`src/rtl/calc_entry_controller_if.sv`:
```
// Key-event, ALU handshake and display-facing bus of the calculator entry controller.
// The controller sits on the slave side; the keyboard/ALU/display environment is the master.
interface calc_entry_controller_if;
  logic       key_valid;
  logic [2:0] key_code;
  logic [3:0] key_digit;
  logic       alu_done;
  logic [3:0] a_tens;
  logic [3:0] a_ones;
  logic [3:0] b_tens;
  logic [3:0] b_ones;
  logic [1:0] op;
  logic       alu_start;
  logic [2:0] state;
  logic       err;

  modport master (
    output key_valid, key_code, key_digit, alu_done,
    input  a_tens, a_ones, b_tens, b_ones, op, alu_start, state, err
  );

  modport slave (
    input  key_valid, key_code, key_digit, alu_done,
    output a_tens, a_ones, b_tens, b_ones, op, alu_start, state, err
  );
endinterface

```
`src/rtl/calc_entry_controller.sv`:
```
// Entry sequencer for the two-digit calculator: operand A, operator, operand B,
// ALU start/done handshake with timeout, and result/error display states.
module calc_entry_controller #(
  parameter int TIMEOUT = 1000
) (
  input  logic                     clk,
  input  logic                     rst,
  calc_entry_controller_if.slave   bus
);

  // Handshake: alu_start is a one-cycle pulse in the first EXEC cycle; alu_done is a
  // one-cycle pulse honoured only in a later EXEC cycle, otherwise ignored.
  typedef enum logic [2:0] {
    S_ENTER_A = 3'd0,
    S_ENTER_B = 3'd1,
    S_EXEC    = 3'd2,
    S_SHOW    = 3'd3,
    S_ERROR   = 3'd4
  } state_t;

  localparam logic [2:0] K_DIGIT = 3'd0;
  localparam logic [2:0] K_ADD   = 3'd1;
  localparam logic [2:0] K_SUB   = 3'd2;
  localparam logic [2:0] K_MUL   = 3'd3;
  localparam logic [2:0] K_ENTER = 3'd4;
  localparam logic [2:0] K_BACK  = 3'd5;
  localparam logic [2:0] K_CLEAR = 3'd6;

  localparam logic [15:0] T_LAST = 16'(TIMEOUT - 1);

  state_t      st;
  logic [3:0]  a_tens, a_ones, b_tens, b_ones;
  logic [1:0]  op;
  logic [1:0]  cnt_a, cnt_b;
  logic [15:0] tcnt;
  logic        alu_start;
  logic        err;

  logic       is_digit, is_oper, is_clear;
  logic [1:0] oper_code;

  always_comb begin
    is_digit  = bus.key_valid && (bus.key_code == K_DIGIT) && (bus.key_digit <= 4'd9);
    is_oper   = bus.key_valid && ((bus.key_code == K_ADD) || (bus.key_code == K_SUB) ||
                                  (bus.key_code == K_MUL));
    is_clear  = bus.key_valid && (bus.key_code == K_CLEAR);
    oper_code = bus.key_code[1:0] - 2'd1;
  end

  always_ff @(posedge clk or posedge rst) begin
    if (rst) begin
      st        <= S_ENTER_A;
      a_tens    <= '0;
      a_ones    <= '0;
      b_tens    <= '0;
      b_ones    <= '0;
      op        <= '0;
      cnt_a     <= '0;
      cnt_b     <= '0;
      tcnt      <= '0;
      alu_start <= 1'b0;
      err       <= 1'b0;
    end else begin
      alu_start <= 1'b0;
      if (is_clear) begin
        st     <= S_ENTER_A;
        a_tens <= '0;
        a_ones <= '0;
        b_tens <= '0;
        b_ones <= '0;
        op     <= '0;
        cnt_a  <= '0;
        cnt_b  <= '0;
        tcnt   <= '0;
        err    <= 1'b0;
      end else begin
        case (st)
          S_ENTER_A: begin
            if (is_digit && cnt_a != 2'd2) begin
              a_tens <= a_ones;
              a_ones <= bus.key_digit;
              cnt_a  <= cnt_a + 2'd1;
            end else if (is_oper) begin
              op <= oper_code;
              st <= S_ENTER_B;
            end else if (bus.key_valid && bus.key_code == K_BACK && cnt_a != 2'd0) begin
              a_ones <= a_tens;
              a_tens <= '0;
              cnt_a  <= cnt_a - 2'd1;
            end
          end
          S_ENTER_B: begin
            if (is_digit && cnt_b != 2'd2) begin
              b_tens <= b_ones;
              b_ones <= bus.key_digit;
              cnt_b  <= cnt_b + 2'd1;
            end else if (is_oper && cnt_b == 2'd0) begin
              op <= oper_code;
            end else if (bus.key_valid && bus.key_code == K_BACK) begin
              // Backspacing past an empty B reopens A with its digits and op intact.
              if (cnt_b == 2'd0) begin
                st <= S_ENTER_A;
              end else begin
                b_ones <= b_tens;
                b_tens <= '0;
                cnt_b  <= cnt_b - 2'd1;
              end
            end else if (bus.key_valid && bus.key_code == K_ENTER && cnt_b != 2'd0) begin
              st        <= S_EXEC;
              alu_start <= 1'b1;
              tcnt      <= '0;
            end
          end
          S_EXEC: begin
            // A done coinciding with the start pulse cannot belong to this operation.
            if (bus.alu_done && !alu_start) begin
              st <= S_SHOW;
            end else if (tcnt == T_LAST) begin
              st  <= S_ERROR;
              err <= 1'b1;
            end else begin
              tcnt <= tcnt + 16'd1;
            end
          end
          S_SHOW, S_ERROR: begin
            if (is_digit) begin
              st     <= S_ENTER_A;
              a_tens <= '0;
              a_ones <= bus.key_digit;
              b_tens <= '0;
              b_ones <= '0;
              op     <= '0;
              cnt_a  <= 2'd1;
              cnt_b  <= '0;
              tcnt   <= '0;
              err    <= 1'b0;
            end
          end
          default: begin
            st  <= S_ERROR;
            err <= 1'b1;
          end
        endcase
      end
    end
  end

  assign bus.a_tens    = a_tens;
  assign bus.a_ones    = a_ones;
  assign bus.b_tens    = b_tens;
  assign bus.b_ones    = b_ones;
  assign bus.op        = op;
  assign bus.alu_start = alu_start;
  assign bus.state     = st;
  assign bus.err       = err;

endmodule

```
`src/flat_wrapper.sv`:
```
// flat-port wrapper written by rule: the top's interface ports become plain ports
module calc_entry_controller_flat 
#(
  parameter int TIMEOUT = 1000
)
  (clk, rst, bus_key_valid, bus_key_code, bus_key_digit, bus_alu_done, bus_a_tens, bus_a_ones, bus_b_tens, bus_b_ones, bus_op, bus_alu_start, bus_state, bus_err);
  calc_entry_controller_if bus_i ();
  input  logic clk;
  input  logic rst;
  input wire logic [$bits(bus_i.key_valid)-1:0] bus_key_valid;
  input wire logic [$bits(bus_i.key_code)-1:0] bus_key_code;
  input wire logic [$bits(bus_i.key_digit)-1:0] bus_key_digit;
  input wire logic [$bits(bus_i.alu_done)-1:0] bus_alu_done;
  output wire logic [$bits(bus_i.a_tens)-1:0] bus_a_tens;
  output wire logic [$bits(bus_i.a_ones)-1:0] bus_a_ones;
  output wire logic [$bits(bus_i.b_tens)-1:0] bus_b_tens;
  output wire logic [$bits(bus_i.b_ones)-1:0] bus_b_ones;
  output wire logic [$bits(bus_i.op)-1:0] bus_op;
  output wire logic [$bits(bus_i.alu_start)-1:0] bus_alu_start;
  output wire logic [$bits(bus_i.state)-1:0] bus_state;
  output wire logic [$bits(bus_i.err)-1:0] bus_err;
  assign bus_i.key_valid = bus_key_valid;
  assign bus_i.key_code = bus_key_code;
  assign bus_i.key_digit = bus_key_digit;
  assign bus_i.alu_done = bus_alu_done;
  assign bus_a_tens = bus_i.a_tens;
  assign bus_a_ones = bus_i.a_ones;
  assign bus_b_tens = bus_i.b_tens;
  assign bus_b_ones = bus_i.b_ones;
  assign bus_op = bus_i.op;
  assign bus_alu_start = bus_i.alu_start;
  assign bus_state = bus_i.state;
  assign bus_err = bus_i.err;
  calc_entry_controller #(.TIMEOUT(TIMEOUT)) u_core (.clk(clk), .rst(rst), .bus(bus_i));
endmodule
```
`config.mk`:
```
export PLATFORM = sky130hd
export DESIGN_NAME = calc_entry_controller_flat
export DESIGN_NICKNAME = d
export VERILOG_FILES = /design/src/rtl/calc_entry_controller_if.sv /design/src/rtl/calc_entry_controller.sv /design/src/flat_wrapper.sv
export SDC_FILE = /design/constraint.sdc
export NUM_CORES = 1
export LEC_CHECK = 0
export BUFFER_PORTS_ARGS = -buffer_cell sky130_fd_sc_hd__buf_2
export CAP_MARGIN = 20
export CORE_MARGIN = 1
export CORE_UTILIZATION = 47
export CTS_CLUSTER_SIZE = 10
export DETAILED_ROUTE_END_ITERATION = 6
export PLACE_DENSITY = 0.79
export SYNTH_ARGS = -nofsm -noshare
export SYNTH_HDL_FRONTEND = slang
export SYNTH_SLANG_ARGS = --single-unit
```
`constraint.sdc`:
```
create_clock -name clk -period 2.7 [get_ports clk]
set_input_delay 0.54 -clock clk [delete_from_list [all_inputs] [get_ports clk]]
set_output_delay 0.54 -clock clk [all_outputs]
set_load 0.02 [all_outputs]
```
### Word-level counts from Yosys, hierarchy flattened

Cells that the tools add are included.

| cells by class | value |
|---|---|
| $add $sub $neg | 6 |
| order comparisons | 1 |
| equal/unequal tests | 33 |
| muxes and demuxes | 75 |
| reduce and logical (&&, ||, !) cells | 32 |

Operators with widths:

| kind | number |
|---|---|
| $mux W16 | 8 |
| $mux W4 | 20 |
| $pmux W16 S3 | 1 |
| $mux W3 | 11 |
| $mux W2 | 16 |
| $pmux W4 S2 | 4 |
| $ne A3 B2 Y1 const B | 6 |
| $add A16 B1 Y16 const B | 1 |
| $eq A16 B10 Y1 const B | 1 |
| $ne A4 B1 Y1 const B | 4 |
| $reduce_and A8 Y1 | 2 |
| $ne A3 B1 Y1 const B | 5 |
| $eq A3 B2 Y1 const B | 4 |
| $eq A3 B3 Y1 const B | 4 |
| $logic_and A1 B1 Y1 | 12 |
| $pmux W3 S4 | 1 |
| $mux W1 | 10 |
| $ne A4 B2 Y1 const B | 2 |
| $pmux W2 S2 | 2 |
| $reduce_and A4 Y1 | 2 |
| $reduce_bool A4 Y1 | 2 |
| $eq A3 B1 Y1 const B | 2 |
| $logic_not A3 Y1 | 2 |
| $pmux W2 S3 | 1 |
| other kinds (16) | 24 |

| word-level totals | value |
|---|---|
| bits in registers | 43 |
| input bits | 11 |
| output and inout bits | 23 |
| logic and storage cells | 158 |

### Depth between registers and ports, before layout

| logic depth | value |
|---|---|
| depth in word-level cells | 9 |
| mapped depth | 9 |
| gate-level depth less buffers | 7 |

### Worst setup path after synthesis

OpenSTA, ideal clock, no wires.

| timing | value |
|---|---|
| path type | input port to flip-flop |
| start | in bus_key_code[0] |
| end | reg u_core.op[0] (netlist: u_core.bus.op[0]) |
| library setup time | 0.125 ns |
| data arrival time | 2.101 ns |
| data required time | 2.575 ns |
| slack | 0.475 ns |
| stages | 8 |
| path buffers | 1 |
| path through | inv_1 > ha_1 > nand3b_4 > nand2b_1 > buf_2 > a32o_1 > nor3_1 > mux2_2 |

| on the way | value |
|---|---|
| word-level cells in the longest chain between the ends | 7 |
| elaborated cells on any way between the ends | 28 |
| those cells by class | add/sub: 1; eq/ne: 9; mux: 6; reduce/logical: 12 |

Ends and longest elaborated chain:

| what | line | RTL |
|---|---|---|
| start, declared | flat_wrapper.sv:11 | `input wire logic [$bits(bus_i.key_code)-1:0] bus_key_code;` |
| branches (longest 7 deep; another with $sub A2 B1 Y2) | -- |  |
| end signal, assigned | calc_entry_controller.sv:84 | `op <= oper_code;` |
| end signal, assigned | calc_entry_controller.sv:98 | `op <= oper_code;` |
| end, declared | calc_entry_controller.sv:33 | `logic [1:0] op;` |

Several ways; the timed one is not identified. The select of a mux whose other input is x is not followed.
A chain may end at the register's enable or synchronous reset.

### Final worst setup path

| timing | value |
|---|---|
| start | in bus_key_code[0] |
| end | reg u_core.b_ones[1] (netlist: u_core.bus.b_ones[1]) |

| on the way | value |
|---|---|
| word-level cells in the longest chain between the ends | 7 |
| elaborated cells on any way between the ends | 24 |
| those cells by class | eq/ne: 9; mux: 3; reduce/logical: 12 |

Ends and longest elaborated chain:

| what | line | RTL |
|---|---|---|
| $eq A3 B1 Y1 (tied with other cells) | calc_entry_controller.sv:44 | `is_oper = bus.key_valid && ((bus.key_code == K_ADD) \|\| (bus.key_code == K_SUB) \|\|` |
| $logic_or A1 B1 Y1 / $logic_and A1 B1 Y1 (equally long branches) (2 in a row) | calc_entry_controller.sv:44, calc_entry_controller.sv:43 |  |
| $logic_and A1 B1 Y1 (on tied branches) | calc_entry_controller.sv:44, calc_entry_controller.sv:93 |  |
| $logic_and A1 B1 Y1 / $mux W4 (equally long branches) | calc_entry_controller.sv:97, calc_entry_controller.sv:93 |  |
| $ne A4 B2 Y1 (no source line) / $pmux W4 S2 (equally long branches) | -- |  |
| $reduce_and A5 Y1 (no source line) / $mux W4 (equally long branches) | -- |  |
| end signal, assigned | calc_entry_controller.sv:95 | `b_ones <= bus.key_digit;` |
| end signal, assigned | calc_entry_controller.sv:104 | `b_ones <= b_tens;` |
| end, declared | calc_entry_controller.sv:32 | `logic [3:0] a_tens, a_ones, b_tens, b_ones;` |

Parallel ways exist; a longest one is shown, timed or not.

==> metrics.cfg <==
[timing]
finalWorstSetupSlack_ns = 0.414
fin_setup_tns_ns = 0
final_min_period_over_clock_period = 0.847
slew_headroom = 0.539
layout_min_cycle_time_ns = 2.29
worst_clock_skew_ns = 0.00627
timing_max_transition_violations_final = 0
grt_setup_unrepaired = no
timing_worst_slew_pin_value_ns = 0.691
max_freq_ghz = 0.437
finalHoldViolCount = 0
setup_violations = 0

[cts]
clk_latency_ns = 0.30
clock_sink_count = 43
numCtsBuffers = 5
clkSlewWorstSetupHoldPaths_ns = 0.08
max_buffers_root_to_sink = 2
cts-root-buf = sky130_fd_sc_hd__clkbuf_8
postCtsResizedCells = 0
postCtsSetupRepairBufs = 0
cts-hold-fix-buffers = 0
tritoncts = yes
cts.htree.levels = 2

[worst_hold_path]
min-delay-path-class = in2async

[synthesis]
post_synth_inst_count = 289
post_synth_most_frequent_cells = 43 x sky130_fd_sc_hd__dfrtp_1, 36 x sky130_fd_sc_hd__nand2_1, 22 x sky130_fd_sc_hd__nor2_1, 19 x sky130_fd_sc_hd__mux2i_1, 16 x sky130_fd_sc_hd__inv_1
synth-async-reset-ratio = 1.00
post_synth_top_area_share = 0.405
yosysTopAreaCell = sky130_fd_sc_hd__dfrtp_1
synth-seq-cells = 43
yosysUniqueCellTypes = 52
synth-seq-area-share = 0.405
syn-mean-instance-area_um2 = 9.20
netlist_top_cells_area = sky130_fd_sc_hd__dfrtp_1 40%, sky130_fd_sc_hd__mux2i_1 7.2%, sky130_fd_sc_hd__nand2_1 5.1%
synth-main-ff-cell = sky130_fd_sc_hd__dfrtp_1
synth_area_um2 = 2660
count_leader_synth = sky130_fd_sc_hd__dfrtp_1
number_of_warnings_issued_by_yosys = 0
mappedNetlistNets = 305
synth-edff-count = 0

[pwr]
power_w = 0.00225
power.density_cell_area_nw_per_um2 = 726
total_leakage_power_nw = 1.42
max-vdd-ir-drop_v = 0.000450

[detailed_routing]
detail_route.iter0.violations = 246
antenna_violating_nets_post_route = 0
wl_per_cell_um = 14.9
num_vias = 2338
drt-total-wl_mm = 6.00
drt_pre_antenna_iters = 4
post-route-drc-count = 0
average_vias_per_placed_instance = 5.80

[grt]
global_route_wire_length_before_repair_mm = 10.6
grt_max_degree = 44
grt.overflow.total = 0
total_grt_usage = 0.227
grt_antenna_before_repair = 0
grt_pass1_vias = 2226

[cells_and_area]
layout_cells_sized_above_1 = 0.230
area_growth_syn_to_layout_pct = 16.2
finalNetCount = 346
final_design_area_no_fill_um2 = 3090
final.fill_count = 517
insertedDiodeCount = 0

[floorplanning]
initial_core_util = 0.486
core_area_um2 = 5470
die_height_um = 77.2
die-area_um2 = 5960
die_width_um = 77.2
std_cell_rows = 27
ioPinCount = 34

[flow_run]
max_cap_violations = 0

[run_status]
result_of_the_run = finished clean

[setup_path]
crit_path_end_kind = flip-flop
cp_data_arrival_time_ns = 2.47
timing.critical_path.required_ns = 2.89
worst-setup-path-type = in2reg
worstSetupStartpointType = input port
critPathMaxFanout = 8

[placement]
pre_cts_slack_ns = 0.120
place.port_buffers = 33
post-dp-hpwl_mm = 4.37
gp_routability_congestion = 0.912
placedInstanceArea_um2 = 2960

cells by family after synthesis:
kind of cell / count (synthesis) / synth area share
AO/OA/AOI/OAI: 64 / 0.162
XOR/XNOR: 1 / 0.00329
adder cells (fa/ha/maj): 5 / 0.0235
buffers and inverters: 30 / 0.0485
flip-flops: 43 / 0.405
multiplexers: 31 / 0.122
AND/OR/NAND/NOR: 115 / 0.236
routing by layer:
metal	share of wire	wire [µm]	up-vias	global-route usage
met5	0	0	-	0
met3	0.077	463	8	0.0619
met4	0.016	95	0	0.0830
met2	0.43	2590	88	0.344
li1	-	-	1129	-
met1	0.48	2860	1113	0.308
cell usage in the layout, fill, tap and decap left out, types with 3 or more instances in the layout:
master	count
sky130_fd_sc_hd__a21oi_1	13
sky130_fd_sc_hd__a31oi_1	12
sky130_fd_sc_hd__and3_1	5
sky130_fd_sc_hd__buf_2	33
sky130_fd_sc_hd__buf_4	15
sky130_fd_sc_hd__clkbuf_8	5
sky130_fd_sc_hd__dfrtp_1	43
sky130_fd_sc_hd__ha_1	5
sky130_fd_sc_hd__inv_1	16
sky130_fd_sc_hd__mux2_2	10
sky130_fd_sc_hd__mux2i_1	19
sky130_fd_sc_hd__nand2_1	36
sky130_fd_sc_hd__nand2b_1	3
sky130_fd_sc_hd__nand3_1	12
sky130_fd_sc_hd__nor2_1	22
sky130_fd_sc_hd__nor2b_1	3
sky130_fd_sc_hd__nor3_1	10
sky130_fd_sc_hd__nor3b_1	4
sky130_fd_sc_hd__o211ai_1	3
sky130_fd_sc_hd__o21a_1	3
sky130_fd_sc_hd__o21ai_0	10
sky130_fd_sc_hd__o22a_1	5
through the flow:
step	util	hold WS, ns	instances
final	0.565	0.362	403
after global routing	0.565	0.408	403
after detailed placement	0.540	0.473	395
after global placement	0.540	0.464	395
after floorplan	-	0.442	289
after CTS	0.565	0.389	403
final timing paths:
path | start | to | slack [ns] | depth (start not counted)
worst max-delay path | bus_key_code[0] | u_core.bus.b_ones[1] | 0.41 | 8
worst min-delay path | rst | u_core.tcnt[0] | 0.36 | 3
worst min register to register | u_core.tcnt[15] | u_core.tcnt[15] | 0.48 | 1
worst max register to register | u_core.bus.state[0] | u_core.bus.b_ones[1] | 0.53 | 4
max in group asynchronous | rst | u_core.bus.b_tens[0] | 1.97 | 3
min in group clk | u_core.tcnt[15] | u_core.tcnt[15] | 0.48 | 1
registers in the layout (all words and copies together), names as in the netlist:
signal                flops
u_core.tcnt              16
u_core.bus.a_ones         4
u_core.bus.a_tens         4
u_core.bus.b_ones         4
u_core.bus.b_tens         4
u_core.bus.state          3
u_core.bus.op             2
u_core.cnt_a              2
u_core.cnt_b              2
u_core.bus.alu_start      1
u_core.bus.err            1
worst max-delay path, cell delays in order:
cell                       delay (ns)
sky130_fd_sc_hd__buf_2           0.12
sky130_fd_sc_hd__inv_1           0.07
sky130_fd_sc_hd__ha_1            0.25
sky130_fd_sc_hd__nand3b_4        0.13
sky130_fd_sc_hd__nand2b_1        0.18
sky130_fd_sc_hd__a32o_1          0.21
sky130_fd_sc_hd__o21bai_1        0.55
sky130_fd_sc_hd__mux2_2          0.41
layout make-up:
class	count	area [µm²]	share of cell area
sequential	43	1080	0.348
clock buffer	6	72.6	0.0235
tap	72	90.1	0.0291
inverter	16	60.1	0.0194
multi-input combinational	216	1450	0.470
clock inverter	2	60.1	0.0194
timing repair buffer	48	278	0.0899
power by group:
group | internal, W | switching [W] | total (W)
Sequential | 0.000752 | 0.0000869 | 0.000839
Clock | 0.000370 | 0.000230 | 0.000600
Combinational | 0.000333 | 0.000474 | 0.000807
No activity file was read; power rests on OpenSTA's default activity.
